**config.mk**
```make
export PLATFORM = sky130hd
export DESIGN_NAME = booth_mult_n
export DESIGN_NICKNAME = d
export VERILOG_FILES = /design/src/rtl/booth_pkg.sv /design/src/rtl/booth_recode.sv /design/src/rtl/booth_mult_n.sv
export SDC_FILE = /design/constraint.sdc
export NUM_CORES = 1
export LEC_CHECK = 0
export ABC_AREA = 1
export ABC_CLOCK_PERIOD_IN_PS = 4010
export BUFFER_PORTS_ARGS = -buffer_cell sky130_fd_sc_hd__buf_2
export CORE_MARGIN = 3
export CORE_UTILIZATION = 59
export DETAILED_ROUTE_END_ITERATION = 7
export GPL_TIMING_DRIVEN = 0
export PLACE_DENSITY = 0.81
export RECOVER_POWER = 100
export SLEW_MARGIN = 20
export SYNTH_ARGS = -nofsm -noshare
export SYNTH_HDL_FRONTEND = slang
export SYNTH_SLANG_ARGS = --single-unit
```
**constraint.sdc**
```tcl
create_clock -name clock -period 4.01 [get_ports clock]
set_input_delay 0.2005 -clock clock [delete_from_list [all_inputs] [get_ports clock]]
set_output_delay 0.2005 -clock clock [all_outputs]
set_load 0.02 [all_outputs]
```
**src/rtl/booth_pkg.sv**
```systemverilog
// Shared types and helpers for the radix-4 Booth multiplier.
// The BOOTH_UNSIGNED_EN option is handled in booth_mult_n.
package booth_pkg;

    typedef enum logic [1:0] {
        IDLE,
        BUSY,
        DONE
    } state_e;

    typedef enum logic [2:0] {
        B_ZERO,
        B_POS1,
        B_POS2,
        B_NEG1,
        B_NEG2
    } booth_op_e;

    function automatic int cnt_width(input int w);
        return $clog2(w / 2 + 2);
    endfunction

endpackage

```
**src/rtl/booth_recode.sv**
```systemverilog
// Radix-4 Booth recoder: {b[i+1], b[i], b[i-1]} to a partial-product select.
// Purely combinational.
module booth_recode
    import booth_pkg::*;
(
    input  logic [2:0] win,
    output booth_op_e  op
);

    always_comb begin
        op = B_ZERO;
        case (win)
            3'b001,
            3'b010:  op = B_POS1;
            3'b011:  op = B_POS2;
            3'b100:  op = B_NEG2;
            3'b101,
            3'b110:  op = B_NEG1;
            default: op = B_ZERO;
        endcase
    end

endmodule

```
**src/rtl/booth_mult_n.sv**
```systemverilog
// Sequential radix-4 Booth multiplier with full 2*WIDTH-bit product.
// Define BOOTH_UNSIGNED_EN to honour ctrl_unsigned (one extra step).
module booth_mult_n
    import booth_pkg::*;
#(
    parameter int WIDTH = 32
) (
    input  logic             clock,
    input  logic             reset,
    input  logic             ctrl_MULT,
    input  logic             ctrl_unsigned,
    input  logic [WIDTH-1:0] data_operandA,
    input  logic [WIDTH-1:0] data_operandB,
    output logic [WIDTH-1:0] data_result,
    output logic [WIDTH-1:0] data_result_hi,
    output logic             data_exception,
    output logic             data_resultRDY,
    output logic             data_busy
);

    localparam int AW   = WIDTH + 2;
    localparam int CW   = cnt_width(WIDTH);
    localparam int HALF = WIDTH / 2;
    localparam logic [CW-1:0] LAST_S = CW'(HALF - 1);

    state_e          state_q, state_d;
    logic [AW-1:0]   acc_q, a_q, mq_q;
    logic            guard_q;
    logic [CW-1:0]   cnt_q;
    logic [WIDTH-1:0] result_q, hi_q;
    logic            exc_q;

    booth_op_e       op;
    logic [2:0]      win;
    logic [AW-1:0]   addend, sum;
    logic            cin;
    logic [2*AW:0]   full, shf;
    logic [AW-1:0]   acc_n, mq_n;
    logic            guard_n;
    logic            last;
    logic            uns;
    logic [CW-1:0]   last_cnt;
    logic [WIDTH-1:0] lo_n, hi_n;
    logic            exc_n;

`ifdef BOOTH_UNSIGNED_EN
    logic uns_q;
    assign uns = uns_q;
`else
    logic unused_unsigned;
    assign unused_unsigned = ctrl_unsigned;
    assign uns = 1'b0;
`endif

    assign win = {mq_q[1:0], guard_q};

    booth_recode u_recode (
        .win (win),
        .op  (op)
    );

    // Subtraction is inversion of the selected multiple plus carry-in.
    always_comb begin
        addend = '0;
        cin    = 1'b0;
        case (op)
            B_POS1: addend = a_q;
            B_POS2: addend = {a_q[AW-2:0], 1'b0};
            B_NEG1: begin
                addend = ~a_q;
                cin    = 1'b1;
            end
            B_NEG2: begin
                addend = ~{a_q[AW-2:0], 1'b0};
                cin    = 1'b1;
            end
            default: addend = '0;
        endcase
    end

    assign sum     = acc_q + addend + {{(AW-1){1'b0}}, cin};
    assign full    = {sum, mq_q, guard_q};
    assign shf     = {{2{sum[AW-1]}}, full[2*AW:2]};
    assign acc_n   = shf[2*AW:AW+1];
    assign mq_n    = shf[AW:1];
    assign guard_n = shf[0];

    assign last_cnt = uns ? CW'(HALF) : LAST_S;
    assign last     = (cnt_q == last_cnt);

    // Signed runs stop two bits early, so the low word sits higher in mq.
    always_comb begin
        lo_n  = mq_n[WIDTH+1:2];
        hi_n  = acc_n[WIDTH-1:0];
        exc_n = (hi_n != {WIDTH{lo_n[WIDTH-1]}});
`ifdef BOOTH_UNSIGNED_EN
        if (uns) begin
            lo_n  = mq_n[WIDTH-1:0];
            hi_n  = {acc_n[WIDTH-3:0], mq_n[WIDTH+1:WIDTH]};
            exc_n = (hi_n != '0);
        end
`endif
    end

    always_ff @(posedge clock) begin
        if (reset) state_q <= IDLE;
        else       state_q <= state_d;
    end

    always_comb begin
        state_d = state_q;
        if (ctrl_MULT)
            state_d = BUSY;
        else if (state_q == BUSY && last)
            state_d = DONE;
    end

    always_ff @(posedge clock) begin
        if (reset) begin
            acc_q    <= '0;
            a_q      <= '0;
            mq_q     <= '0;
            guard_q  <= 1'b0;
            cnt_q    <= '0;
            result_q <= '0;
            hi_q     <= '0;
            exc_q    <= 1'b0;
`ifdef BOOTH_UNSIGNED_EN
            uns_q    <= 1'b0;
`endif
        end else if (ctrl_MULT) begin
            acc_q   <= '0;
            guard_q <= 1'b0;
            cnt_q   <= '0;
`ifdef BOOTH_UNSIGNED_EN
            uns_q   <= ctrl_unsigned;
            if (ctrl_unsigned) begin
                a_q  <= {2'b00, data_operandA};
                mq_q <= {2'b00, data_operandB};
            end else begin
                a_q  <= {{2{data_operandA[WIDTH-1]}}, data_operandA};
                mq_q <= {{2{data_operandB[WIDTH-1]}}, data_operandB};
            end
`else
            a_q  <= {{2{data_operandA[WIDTH-1]}}, data_operandA};
            mq_q <= {{2{data_operandB[WIDTH-1]}}, data_operandB};
`endif
        end else if (state_q == BUSY) begin
            acc_q   <= acc_n;
            mq_q    <= mq_n;
            guard_q <= guard_n;
            cnt_q   <= cnt_q + 1'b1;
            if (last) begin
                result_q <= lo_n;
                hi_q     <= hi_n;
                exc_q    <= exc_n;
            end
        end
    end

    assign data_result    = result_q;
    assign data_result_hi = hi_q;
    assign data_exception = exc_q;
    assign data_resultRDY = (state_q == DONE);
    assign data_busy      = (state_q == BUSY);

endmodule

```
==> impl_metrics.env <==
export IMPL_status="complete, but fails checks"
export IMPL_violations="negative hold slack"
export IMPL_synth_area_um2=10100
export IMPL_drt_iter0_markers=1173
export IMPL_ys_flop_type="dfxtp_1"
export IMPL_met1_usage=0.478
export IMPL_row_count=47
export IMPL_start_util=0.606
export IMPL_routedWlPerCell_um=17.5
export IMPL_place_inst=1907
export IMPL_h_tree_depth=4
export IMPL_dp_hpwl_um=25900
export IMPL_r2r_start="guard_q$_SDFFE_PP0P_"
export IMPL_grt_pass1_vias=9912
export IMPL_ys_seq_elements=171
export IMPL_grt_start_max_net_pins=19
export IMPL_drv_slew=0
export IMPL_syn_to_final_growth_pct=17.1
export IMPL_viasPerCell=5.76
export IMPL_die_x_um=137
export IMPL_routabilityCongestion=0.994
export IMPL_drtPass1Iterations=6
export IMPL_vias=11291
export IMPL_fin_crit_ns=3.84
export IMPL_layout_drive_gt1_share=0.108
export IMPL_busiest_layer="met2"
export IMPL_ios=135
export IMPL_cap_violations=0
export IMPL_r2r_cells=24
export IMPL_yosysSeqAreaShare=0.338
export IMPL_max_slew_margin=0.312
export IMPL_cts_tree="done"
export IMPL_synth_area_per_cell_um2=6.51
export IMPL_worst_slew_pin_slew_ns=1.03
export IMPL_ant_nets=0
export IMPL_diodes=0
export IMPL_max_freq_mhz=260
export IMPL_layout_common_cells="nand2_1 (406), inv_1 (193), dfxtp_1 (169)"
export IMPL_die_y_um=137
export IMPL_critical_path_required_ns=4.34
export IMPL_critPathArrivalTime_ns=4.17
export IMPL_synthArstFlopShare=0
export IMPL_r2r_end="data_exception$_SDFFE_PP0P_"
export IMPL_final_common_cell="nand2_1"
export IMPL_cts_buffer_depth=2
export IMPL_clock_skew_ns=0.00811
export IMPL_antenna_found_initial=0
export IMPL_synth_cells=1555
export IMPL_wl_um=34300
export IMPL_cp_max_fo=10
export IMPL_drc=0
export IMPL_synth_edf_count=0
export IMPL_worstSetupEndpoint="data_exception$_SDFFE_PP0P_"
export IMPL_clk_pin_slew_worst_paths_ns=0.07
export IMPL_root_buffer="clkbuf_16"
export IMPL_total_power_mw=4.20
export IMPL_cts_sinks=171
export IMPL_crit_type="flip-flop to flip-flop"
export IMPL_grtUsageMet3=0.0893
export IMPL_hold_slack_ns=-0.000307
export IMPL_setup_viol=0
export IMPL_dieArea_um2=18800
export IMPL_grt_pass1_wl_um=52300
export IMPL_grt_use_total=0.360
export IMPL_hold_path_class="input port to flip-flop"
export IMPL_finalCritPeriodShare=0.959
export IMPL_start_kind="flip-flop"
export IMPL_worstSetupStartpoint="guard_q$_SDFFE_PP0P_"
export IMPL_insertion_delay_ns=0.44
export IMPL_gr_total_overflow=0
export IMPL_cts_buffers=17
export IMPL_power_density_nw_per_um2=355
export IMPL_worst_ir_drop_vdd_mv=0.319
export IMPL_final_cells=1961
export IMPL_core_um2=16700
export IMPL_ff2ff_setup_slack_ns=0.17
export IMPL_synth_nets=1659
export IMPL_ys_types=40
export IMPL_yosysWarningCount=0
export IMPL_hold_viol_final=1
export IMPL_portBuffers=132
export IMPL_p_leak_nw=5.67
export IMPL_nNetsFinal=1832
export IMPL_grtUsageMet2=0.569
export IMPL_cp_end_kind="flip-flop"
-- cells by family after synthesis --
logic type                 Yosys count  share of synthesized area
AOI/OAI and AO/OA                  275                      0.168
xor gates and xnor gates            10                    0.00865
adders and majority gates           36                     0.0460
buffers and inverters              268                      0.101
DFF                                171                      0.338
and+or+nand+nor                    795                      0.338
-- how the worst min path moves through the flow --
stage,end,cells after the start,start,slack [ns]
5_1_grt,a_q[0]$_SDFFE_PP0P_,3,data_operandA[0],0.008
6_report,a_q[0]$_SDFFE_PP0P_,3,data_operandA[0],-0.0003
2_1_floorplan,a_q[0]$_SDFFE_PP0P_,2,data_operandA[0],0.34
3_5_place_dp,a_q[1]$_SDFFE_PP0P_,3,data_operandA[1],0.43
4_1_cts,a_q[0]$_SDFFE_PP0P_,3,data_operandA[0],0.002
3_3_place_gp,a_q[13]$_SDFFE_PP0P_,3,data_operandA[13],0.42
-- area by class of cell --
| type | instances | area, um^2 |
|---|---|---|
| multi-input combinational | 1116 | 5750 |
| fill | 1503 | 4840 |
| sequential | 171 | 3430 |
| timing repair buffer | 155 | 800 |
| inverter | 198 | 743 |
| clock buffer | 18 | 429 |
| buffer | 69 | 287 |
| tap | 220 | 275 |
| clock inverter | 14 | 144 |
-- stage by stage --
step | area, um^2 | setup WS, ns | setup TNS [ns] | hold slack [ns] | utilization
2_1_floorplan | 10100 | 0.727 | 0 | 0.335 | -
3_3_place_gp | 11100 | -0.252 | -0.252 | 0.421 | 0.662
3_5_place_dp | 11100 | -0.313 | -0.313 | 0.427 | 0.662
4_1_cts | 11900 | 0.0684 | 0 | 0.00157 | 0.711
5_1_grt | 11900 | -0.0198 | -0.0198 | 0.00828 | 0.710
6_report | 11900 | 0.165 | 0 | -0.000307 | 0.710
-- where the power goes --
part	internal, mW	leakage [nW]	total (mW)	switching [mW]
Combinational	0.251	4.00	0.749	0.499
Clock	0.829	0.278	1.64	0.813
Sequential	1.76	1.40	1.81	0.0558
-- synthesized netlist by cell type (6+ instances only) --
library cell / n / share of area
nand2_1: 409 / 0.15
inv_1: 193 / 0.072
dfxtp_1: 171 / 0.34
nor2_1: 162 / 0.060
nand3_1: 148 / 0.073
o21ai_0: 100 / 0.049
clkbuf_1: 53 / 0.020
a21oi_1: 46 / 0.023
o211ai_1: 35 / 0.026
ha_1: 34 / 0.042
a22oi_1: 30 / 0.022
nand2_2: 30 / 0.019
o221ai_1: 30 / 0.026
a31oi_1: 28 / 0.017
nor3_1: 17 / 0.0084
buf_1: 12 / 0.0044
nor2_2: 10 / 0.0062
nand3_2: 8 / 0.0079
xor2_1: 6 / 0.0052
-- per-layer routing --
metal / wire, um / up-vias / part of all wire
met5: 0 / - / 0
met4: 1210 / 0 / 0.035
met3: 3460 / 78 / 0.10
met2: 15400 / 573 / 0.45
met1: 14200 / 5178 / 0.42
li1: - / 5462 / -
-- sequential cells by signal (all words and copies together), names as in the netlist --
name            count
mq_q               34
data_result_hi     32
data_result        32
state_q             2
guard_q             1
a_q                32
acc_q              32
cnt_q               5
data_exception      1
-- worst max-delay path, cell delays in order (launching register included) --
cell and delay, ns:
dfxtp_1 0.39, inv_1 0.11, nand3_1 0.08, nand2_1 0.06
inv_2 0.12, clkbuf_4 0.22, o211ai_1 0.14, fa_2 0.46
fa_2 0.44, nand2_1 0.11, nand2_2 0.08, nand3_1 0.18
nand2_8 0.11, nand2_4 0.08, nand2_2 0.10, nand2_1 0.11
nand3_1 0.06, nand2_1 0.21, nand2_1 0.08, nor2_1 0.10
nand2_1 0.06, nand2_1 0.05, nand3_1 0.16, nor2_4 0.16
nor2_1 0.05
-- repair_timing --
item | in CTS | in global routing
endpoints found under the hold margin | 20 | 0
setup endpoints to repair | 1 | 1
buffers inserted | 2 | 1
hold buffers | 20 | 0
pin swaps | 2 | 1
gates resized for setup | 9 | 28
Note: power is estimated with default switching activity, not from simulation.
